--- src/rtl/serial_adder_pkg.sv ---
// Shared types and elaboration helpers for the chunked serial adder.
package serial_adder_pkg;

    typedef enum logic [1:0] {
        IDLE,
        RUN,
        DONE
    } state_t;

    // Number of chunk-sized steps needed to cover a full operand.
    function automatic int nchunks(input int width, input int chunk);
        return width / chunk;
    endfunction

    // Legal geometry: non-empty operands that split evenly into chunks.
    function automatic bit config_ok(input int width, input int chunk);
        return (width >= 1) && (chunk >= 1) && ((width % chunk) == 0);
    endfunction

endpackage

--- src/rtl/serial_adder_chunk_adder.sv ---
// Combinational CHUNK-bit ripple adder built from 1-bit full-adder cells.
// Besides the sum and carry-out it exposes the carry into its top bit so the
// caller can derive signed overflow without re-examining the operands.
module full_adder (
    input  logic a,
    input  logic b,
    input  logic ci,
    output logic s,
    output logic co
);
    assign s  = a ^ b ^ ci;
    assign co = (a & b) | (ci & (a ^ b));
endmodule

module chunk_adder
    import serial_adder_pkg::*;
#(
    parameter int CHUNK = 4
) (
    input  logic [CHUNK-1:0] a,
    input  logic [CHUNK-1:0] b,
    input  logic             cin,
    output logic [CHUNK-1:0] sum,
    output logic             cout,
    output logic             cmsb
);
    logic [CHUNK:0] carry;

    assign carry[0] = cin;

    for (genvar i = 0; i < CHUNK; i++) begin : g_bit
        full_adder u_fa (
            .a  (a[i]),
            .b  (b[i]),
            .ci (carry[i]),
            .s  (sum[i]),
            .co (carry[i+1])
        );
    end

    assign cout = carry[CHUNK];
    assign cmsb = carry[CHUNK-1];
endmodule

--- src/rtl/serial_adder.sv ---
// Chunked serial adder: adds CHUNK bits per clock with a registered carry,
// finishing a WIDTH-bit add in WIDTH/CHUNK cycles. Valid/ready on both sides,
// reports unsigned carry-out and signed overflow.
// Optional subtract mode is enabled by defining SERIAL_ADDER_SUB_EN, which adds
// a 'sub' input sampled at acceptance (B inverted, carry-in forced to 1).
module serial_adder
    import serial_adder_pkg::*;
#(
    parameter int WIDTH = 32,
    parameter int CHUNK = 4
) (
    input  logic             clk,
    input  logic             rst_n,
    input  logic             in_valid,
    output logic             in_ready,
    input  logic [WIDTH-1:0] a,
    input  logic [WIDTH-1:0] b,
    input  logic             cin,
`ifdef SERIAL_ADDER_SUB_EN
    input  logic             sub,
`endif
    output logic             out_valid,
    input  logic             out_ready,
    output logic [WIDTH-1:0] sum,
    output logic             cout,
    output logic             ovf
);
    localparam int NCH = nchunks(WIDTH, CHUNK);
    // One extra bit so the counter can reach NCH without wrapping.
    localparam int CW  = $clog2(NCH) + 1;

    if (!config_ok(WIDTH, CHUNK)) begin : g_cfg_err
        $error("serial_adder: WIDTH must be >= 1 and an integer multiple of CHUNK");
    end

    state_t                 state;
    state_t                 state_nxt;
    logic [WIDTH-1:0]       a_sr;
    logic [WIDTH-1:0]       b_sr;
    logic [WIDTH-1:0]       sum_r;
    logic                   carry_r;
    logic [CW-1:0]          cnt;
    logic                   cout_r;
    logic                   ovf_r;
    logic [WIDTH-1:0]       b_load;
    logic                   c_load;
    logic [CHUNK-1:0]       ch_sum;
    logic                   ch_cout;
    logic                   ch_cmsb;
    logic                   last;
    logic [WIDTH+CHUNK-1:0] sum_cat;

    chunk_adder #(.CHUNK(CHUNK)) u_chunk (
        .a    (a_sr[CHUNK-1:0]),
        .b    (b_sr[CHUNK-1:0]),
        .cin  (carry_r),
        .sum  (ch_sum),
        .cout (ch_cout),
        .cmsb (ch_cmsb)
    );

    assign last    = (cnt == CW'(NCH - 1));
    // New chunk enters at the MSB end; the upper WIDTH bits are the shifted sum.
    assign sum_cat = {ch_sum, sum_r};

    // Select the B operand and initial carry to capture at acceptance.
    always_comb begin
        b_load = b;
        c_load = cin;
`ifdef SERIAL_ADDER_SUB_EN
        if (sub) begin
            b_load = ~b;
            c_load = 1'b1;
        end
`endif
    end

    // State register.
    always_ff @(posedge clk or negedge rst_n) begin
        if (!rst_n) begin
            state <= IDLE;
        end else begin
            state <= state_nxt;
        end
    end

    // Next-state decode and handshake outputs.
    always_comb begin
        state_nxt = state;
        in_ready  = 1'b0;
        out_valid = 1'b0;
        case (state)
            IDLE: begin
                in_ready = 1'b1;
                if (in_valid) begin
                    state_nxt = RUN;
                end
            end
            RUN: begin
                if (last) begin
                    state_nxt = DONE;
                end
            end
            DONE: begin
                out_valid = 1'b1;
                if (out_ready) begin
                    state_nxt = IDLE;
                end
            end
            default: state_nxt = IDLE;
        endcase
    end

    // Operand shift registers, running carry, partial sum and final flags.
    always_ff @(posedge clk or negedge rst_n) begin
        if (!rst_n) begin
            a_sr    <= '0;
            b_sr    <= '0;
            sum_r   <= '0;
            carry_r <= 1'b0;
            cnt     <= '0;
            cout_r  <= 1'b0;
            ovf_r   <= 1'b0;
        end else if (state == IDLE && in_valid) begin
            a_sr    <= a;
            b_sr    <= b_load;
            sum_r   <= '0;
            carry_r <= c_load;
            cnt     <= '0;
            cout_r  <= 1'b0;
            ovf_r   <= 1'b0;
        end else if (state == RUN) begin
            a_sr    <= a_sr >> CHUNK;
            b_sr    <= b_sr >> CHUNK;
            sum_r   <= sum_cat[WIDTH+CHUNK-1:CHUNK];
            carry_r <= ch_cout;
            cnt     <= cnt + CW'(1);
            if (last) begin
                cout_r <= ch_cout;
                ovf_r  <= ch_cmsb ^ ch_cout;
            end
        end
    end

    assign sum  = sum_r;
    assign cout = cout_r;
    assign ovf  = ovf_r;
endmodule
--- config.mk ---
export PLATFORM = sky130hd
export DESIGN_NAME = serial_adder
export DESIGN_NICKNAME = d
export VERILOG_FILES = /design/src/rtl/serial_adder_pkg.sv /design/src/rtl/serial_adder_chunk_adder.sv /design/src/rtl/serial_adder.sv
export SDC_FILE = /design/constraint.sdc
export NUM_CORES = 1
export LEC_CHECK = 0
export ABC_AREA = 1
export BUFFER_PORTS_ARGS = -buffer_cell sky130_fd_sc_hd__clkbuf_2
export CAP_MARGIN = 20
export CELL_PAD_IN_SITES_DETAIL_PLACEMENT = 1
export CELL_PAD_IN_SITES_GLOBAL_PLACEMENT = 2
export CORE_MARGIN = 2
export CORE_UTILIZATION = 31
export CTS_CLUSTER_SIZE = 14
export DETAILED_ROUTE_END_ITERATION = 8
export HOLD_SLACK_MARGIN = 0.12
export PLACE_DENSITY_LB_ADDON = 0.08
export RECOVER_POWER = 25
export SYNTH_ARGS = -nofsm -noshare
export SYNTH_HDL_FRONTEND = slang
export SYNTH_SLANG_ARGS = --single-unit
--- constraint.sdc ---
create_clock -name clk -period 3 [get_ports clk]
set_input_delay 0.3 -clock clk [delete_from_list [all_inputs] [get_ports clk]]
set_output_delay 0.3 -clock clk [all_outputs]
set_load 0.02 [all_outputs]
# After elaboration in Yosys (flattened, before gate mapping)
# Index checks and enable logic that the tools add are counted.
dict set report classes {
  add_sub_neg 1
  eq_ne 6
  n_mux 22
  n_bitwise 21
  reduce_logical 6
}
# cell n
set op_table {}
lappend op_table {{32-bit two-way mux} 6}
lappend op_table {{1-bit two-way mux} 10}
lappend op_table {{1-bit bitwise XOR} 9}
lappend op_table {{1-bit AND} 8}
lappend op_table {{4-bit two-way mux} 2}
lappend op_table {{2-bit two-way mux} 3}
lappend op_table {{2-bit inequality test, second input constant} 3}
lappend op_table {{2-bit one-hot mux with 3 select lines} 1}
lappend op_table {{4-bit by 1-bit adder with 4-bit output, second input constant} 1}
lappend op_table {{4-bit by 3-bit equality test with 1-bit output, second input constant} 1}
lappend op_table {{1-bit bitwise OR} 4}
lappend op_table {{2-bit nonzero test} 2}
lappend op_table {{3-bit AND reduction} 1}
lappend op_table {{2-bit by 1-bit equality test with 1-bit output, second input constant} 1}
lappend op_table {{2-bit equality test, second input constant} 1}
lappend op_table {{2-bit zero test} 1}
lappend op_table {{2-bit AND reduction} 1}
lappend op_table {{1-bit logical AND} 1}
dict set report word_totals {
  register_bits 105
  inputBits 69
  output_inout_bits 36
  elab_cells 64
}

# Logic depth before layout (Yosys ltp)
# Gate-level depths: netlist (run 1).
dict set report logic_depth {
  depth_word 13
  ltp_mapped 8
  mapped_depth_nobuf 7
}

# Hierarchy
# A second synthesis (run 1) with hierarchy kept.
dict set report unflattened {
  hier_cells 528
  hier_area_um2 4440.5
}
# mod n_inst cells_per_inst area_per_inst_um2 seq_area_each_um2
set modules_own_cells {}
lappend modules_own_cells {serial_adder 1 524 4360.4 2627.5}
lappend modules_own_cells {full_adder 4 1 20.0 0.0}

# Worst setup path before layout (run 1)
# OpenSTA, ideal clock, no wires.
dict set report synth_timing {
  kind {register -> register}
  from {register carry_r}
  to {register ovf_r (netlist: ovf)}
  setup_ns 0.118
  arrival_time_ns 2.505
  t_required_ns 2.882
  path_slack_ns 0.377
  path_stages_with_launch 8
  n_path_buf 0
  period_less_slack_ns 2.623
  cell_sequence {dfrtp_1 -> fa_1 -> fa_1 -> fa_1 -> fa_1 -> xor2_1 -> nand2_1 -> nand2_1}
}
dict set report synth_between {
  elab_chain_len 12
}
# element line
set synth_rtl {}
lappend synth_rtl {{start, declared} serial_adder.sv:41} ;# logic carry_r;
lappend synth_rtl {{start signal, assigned} serial_adder.sv:128} ;# carry_r <= c_load;
lappend synth_rtl {{start signal, assigned} serial_adder.sv:136} ;# carry_r <= ch_cout;
lappend synth_rtl {{1-bit AND (*)} serial_adder_chunk_adder.sv:12} ;# assign co = (a & b) | (ci & (a ^ b));
lappend synth_rtl {{1-bit bitwise OR (*)} serial_adder_chunk_adder.sv:12}
lappend synth_rtl {{1-bit AND (*)} serial_adder_chunk_adder.sv:12}
lappend synth_rtl {{1-bit bitwise OR (*)} serial_adder_chunk_adder.sv:12}
lappend synth_rtl {{1-bit AND (*)} serial_adder_chunk_adder.sv:12}
lappend synth_rtl {{1-bit bitwise OR (*)} serial_adder_chunk_adder.sv:12}
lappend synth_rtl {{1-bit AND} serial_adder_chunk_adder.sv:12}
lappend synth_rtl {{1-bit bitwise OR} serial_adder_chunk_adder.sv:12}
lappend synth_rtl {{1-bit bitwise XOR (*)} serial_adder.sv:140} ;# ovf_r <= ch_cmsb ^ ch_cout;
lappend synth_rtl {{1-bit two-way mux (*)} serial_adder.sv:138} ;# if (last) begin
lappend synth_rtl {{1-bit two-way mux (*)} serial_adder.sv:132} ;# end else if (state == RUN) begin
lappend synth_rtl {{1-bit two-way mux (*)} serial_adder.sv:124} ;# end else if (state == IDLE && in_valid) begin
lappend synth_rtl {{end signal, assigned} serial_adder.sv:140}
lappend synth_rtl {{end, declared} serial_adder.sv:44} ;# logic ovf_r;
# Every way passes the cells marked *; elsewhere a longest branch is shown, timed or not. The select of a mux whose other input is x is not followed.
# A chain may end at the register's enable or synchronous reset.

# Worst setup path after layout (run 1)
# Ends and elaborated chain as after synthesis.

==> results of run 1 <==
## registers in the layout (all words and copies together) (netlist names)
| signal | cells |
|---|---|
| sum | 32 |
| cout | 1 |
| cnt | 4 |
| state | 2 |
| ovf | 1 |
| b_sr | 32 |
| a_sr | 32 |
| carry_r | 1 |
## power breakdown
part	switching [mW]	total (mW)	internal (mW)
sequential	0.355	2.33	1.98
clock	0.545	1.19	0.646
combinational	1.33	2.00	0.664
## final timing paths
path	end	slack [ns]	depth (start not counted)
max reg2reg	ovf	0.29	7
max in group asynchronous	b_sr[20]	1.17	3
min reg2reg	a_sr[30]	0.48	2
max	ovf	0.29	7
min in group asynchronous	b_sr[23]	0.85	2
min	a_sr[30]	0.14	3
## through the flow
stage                     hold slack, ns  instances  area, µm²
after global placement            0.4443        774       5116
after CTS                         0.1253        792       5433
after detailed placement          0.4439        774       5116
after global routing              0.1415        792       5405
final                             0.1367        792       5405
after floorplan                 0.004409        510       4409
## layer usage
metal | vias up | GRT usage, % | part of all wire [%]
li1 | 1792 | - | -
met1 | 1754 | 22.46 | 50
met2 | 72 | 25.41 | 45
met3 | 10 | 4.566 | 4.3
met4 | 0 | 4.261 | 1.1
met5 | - | 0 | 0
## logic make-up after synthesis
kind of cell	Yosys count	synth area share, %
XOR/XNOR	1	0.1987
AO/OA/AOI/OAI	35	4.115
adder cells (fa/ha/maj)	5	2.100
flip-flops	105	59.59
buffers and inverters	47	5.051
AND/OR/NAND/NOR	317	28.94
## timing repair
action / in CTS / in global routing
buffers inserted: 0 / 0
hold buffers: 2 / 0
hold endpoints to repair: 60 / 0
## cell usage in the layout, fill, tap and decap left out, drive strengths merged
master	Yosys	layout
nand2	249	249
clkbuf	3	114
dfrtp	105	105
nand3	60	60
o21ai	33	33
inv	21	21
nor2	7	7
buf	23	5
fa	4	4
clkinvlp	0	3
clkinv	0	3
dlygate4sd3	0	2
a21oi	1	1
o31ai	1	1
nand3b	1	1
xor2	1	1
ha	1	1
bufinv	0	1
## worst max-delay path, stage by stage, from the launching register on
cell and delay, ns:
dfrtp_1 0.40, fa_1 0.45, fa_1 0.46, fa_1 0.50, fa_1 0.49, xor2_1 0.18, nand2_1 0.07, nand2_1 0.05
## final cells by class
type                       count  area (µm²)  share of cell area [%]
inverter                      21       78.83                   1.458
timing repair buffer         112       610.6                   11.30
multi-input combinational    358        1567                   28.98
tap                          180       225.2                   4.167
sequential                   105        2628                   48.61
clock inverter                 7       71.32                   1.319
clock buffer                   9       225.2                   4.167
==> results.toml, run 1 <==
[run_status]
status = "finished, violations left"
violations = "capacitance limit, slew limit"

[clock_network]
cts_tree = "built"
cts.htree.levels = 3
cts-root-buf = "clkbuf_16"
clk_pin_slew_ns = 0.07
numClockSinks = 105
cts_resized = 0
clock_latency_ns = 0.35
clk_path_buf_depth = 2
numCtsBuffers = 9

[power_and_ir_drop]
p_leak_nw = 2.751
vdd_drop_max_v = 0.0003514
p_per_area_nw_per_um2 = 1021
totalPowerFinal_mw = 5.518

[sta]
fmax_mhz = 369.0
tightestPinTransition_ns = 1.551
clock_skew_ns = 0.006239
setup_ws_ns = 0.2903
period_share_pct = 90.32
period_needed_ns = 2.710
setup_viol = 0
finalSetupTns_ns = 0
drv_slew = 60
rsz0062_at_grt = "no"
hold_viol_final = 0
slew_headroom_pct = -3.371

[place]
pre_cts_ws_ns = 0.2815
dpl.hpwl_um = 7641
place_congestion = 0.7420
port_buffers = 104

[finish]
postLayoutCoreUtil_pct = 38.94
num_antenna_cells = 0
nNetsFinal = 681
syn_to_final_growth_pct = 22.59
num-fill-cells = 1690
post_route_cells_drive_above_1_share_pct = 18.63

[floorplanning]
die_area_um2 = 15190
initial_utilization_pct = 31.76
io-pin-count = 105
core_um2 = 13880
num_rows = 43
die_y_um = 123.3
die_w_um = 123.3

[synth]
syn_area_um2 = 4409
ys_top_cells_by_area = "dfrtp_1 60%, nand2_1 21%, nand3_1 6.8%"
synth_cell_types = 20
yosysMostFrequentCell = "nand2_1"
synth_top_area_share_pct = 59.59
yosys_warnings = 0
ys.flop_type = "dfrtp_1"
synth_common_cells = "247 x nand2_1, 105 x dfrtp_1, 60 x nand3_1, 23 x o21ai_0, 19 x inv_1"
synth_top_area_cell = "dfrtp_1"
synth_seq_area_share_pct = 59.59
async_reset_ff_share_pct = 100.0
synthCells = 510
synth_fp_nets = 584
synth_edf_count = 0
ys_seq_elements = 105
syn_avg_cell_area_um2 = 8.646

[setup_path]
crit_arrival_ns = 2.95
worst-setup-path-type = "flip-flop to flip-flop"
critPathMaxFanout = 3
crit_path_start_kind = "flip-flop"
cp.required_ns = 3.24
r2r_start = "carry_r"
worstSetupStartpoint = "carry_r"
end_kind = "flip-flop"

[detailed_routing]
drc = 0
viasPerCell = 4.581
routed_wl_um = 11560
ant_nets = 0
dr.first_iter.drc_count = 176
drt-pass1-iter-count = 4
routedWlPerCell_um = 14.59
via_count = 3628

[global_routing]
grt_antenna_before_repair = 0
grt_pass1_wl_um = 19030
grt_pass1_vias = 3803
grtUsageTotal_pct = 16.33
grt_max_degree = 85
overflow = 0

[hold_path]
worstHoldStart = "a[30]"
hold_path.class = "input pin to flip-flop"

[job]
maxCapViolCount = 1
Note: power is estimated with default switching activity, not from simulation.
==> inputs of run 2 (changes only) <==
BUFFER_PORTS_ARGS = -buffer_cell sky130_fd_sc_hd__buf_2   (was -buffer_cell sky130_fd_sc_hd__clkbuf_2)
==> results.toml, run 2 (same netlist as run 1, synthesis figures left out) <==
[clock_network]
numClockSinks = 105
clock_latency_ns = 0.35
clk_path_buf_depth = 2
cts_resized = 0
clk_pin_slew_ns = 0.07
cts_tree = "built"
cts.htree.levels = 3
cts-root-buf = "clkbuf_16"
numCtsBuffers = 9

[detailed_routing]
routed_wl_um = 11680
routedWlPerCell_um = 14.74
viasPerCell = 4.617
ant_nets = 0
drc = 0
drt-pass1-iter-count = 4
via_count = 3657
dr.first_iter.drc_count = 174

[sta]
hold_viol_final = 0
setup_ws_ns = 0.2888
period_share_pct = 90.37
clock_skew_ns = 0.01088
period_needed_ns = 2.711
finalSetupTns_ns = 0
setup_viol = 0
slew_headroom_pct = -4.898
rsz0062_at_grt = "no"
tightestPinTransition_ns = 1.573
drv_slew = 61
fmax_mhz = 368.8

[global_routing]
grt_pass1_vias = 3860
grtUsageTotal_pct = 16.47
grt_max_degree = 85
grt_pass1_wl_um = 19270
overflow = 0
grt_antenna_before_repair = 1

[place]
dp.cells = 774
place_congestion = 0.7551
pre_cts_ws_ns = 0.2837
dpl.hpwl_um = 7716
port_buffers = 104

[setup_path]
crit_arrival_ns = 2.95
end_kind = "flip-flop"
worst-setup-path-type = "flip-flop to flip-flop"
cp.required_ns = 3.24
critPathMaxFanout = 3
worstSetupStartpoint = "carry_r"
crit_path_start_kind = "flip-flop"
r2r_cells = 7
r2r_start = "carry_r"

[power_and_ir_drop]
vdd_drop_max_v = 0.0003876
p_leak_nw = 2.757
p_per_area_nw_per_um2 = 1041

[hold_path]
worstHoldStart = "b[30]"
min_path_cells = 3
hold_path.class = "input pin to flip-flop"

[floorplanning]
die_y_um = 123.3
core_um2 = 13880
initial_utilization_pct = 31.76
io-pin-count = 105
die_w_um = 123.3
die_area_um2 = 15190
num_rows = 43

[job]
maxCapViolCount = 1

[finish]
mostFrequentLayoutCells = "247 x nand2_1, 105 x dfrtp_1, 82 x buf_2"
final_cells = 792
num_antenna_cells = 0
post_route_cells_drive_above_1_share_pct = 17.65
syn_to_final_growth_pct = 23.38
num-fill-cells = 1693
final_common_cell = "nand2_1"
nNetsFinal = 681

[run_status]
violations = "capacitance limit, slew limit"
status = "finished, violations left"
run 2: final cells by class:
type	count	area, µm²	area share, %
Clock buffer	11	232.7	4.278
Multi-Input combinational cell	358	1567	28.79
Clock inverter	5	103.9	1.909
Inverter	21	78.83	1.449
Sequential cell	105	2628	48.30
Timing Repair Buffer	112	605.6	11.13
Tap cell	180	225.2	4.140
run 2: critical path, stage by stage (launching register included):
cell and delay (ns):
dfrtp_1 0.40, fa_1 0.45, fa_1 0.46, fa_1 0.50, fa_1 0.49, xor2_1 0.18, nand2_1 0.07, nand2_1 0.05
run 2: path summary, 6_finish.rpt:
| kind | to | slack (ns) |
|---|---|---|
| setup / recovery | ovf | 0.29 |
| hold / removal | b_sr[30] | 0.14 |
| setup reg to reg | ovf | 0.29 |
| hold reg to reg | b_sr[31] | 0.48 |
| max in group asynchronous | b_sr[13] | 1.15 |
| min in group asynchronous | b_sr[27] | 0.86 |
run 2: per-layer routing:
metal / global-route usage, % / vias to the layer above / share of wire (%)
li1: - / 1790 / -
met1: 21.11 / 1782 / 47
met2: 27.37 / 70 / 47
met3: 4.982 / 13 / 5.2
met4: 3.835 / 2 / 1.0
met5: 0 / - / 0.11
run 2: what timing repair did:
action / in CTS / in global routing
setup buffers: 0 / 0
endpoints found under the hold margin: 61 / 0
hold buffers: 2 / 0
run 2: stage by stage:
stage	hold slack, ns	power (mW)	util [%]	instance area [µm²]
finish	0.1447	5.665	39.19	5440
global route	0.1434	6.166	39.19	5440
CTS	0.1300	5.820	39.43	5473
detailed placement	0.4456	4.452	36.86	5116
global placement	0.4462	4.390	36.86	5116
floorplan	0.004409	3.696	-	4409
run 2: where the power goes:
group          switching [mW]  leakage (nW)  internal (mW)
Clock                   0.518         0.164          0.817
Combinational            1.34          1.22          0.662
Sequential              0.353          1.37           1.98
Total                    2.21          2.76           3.46
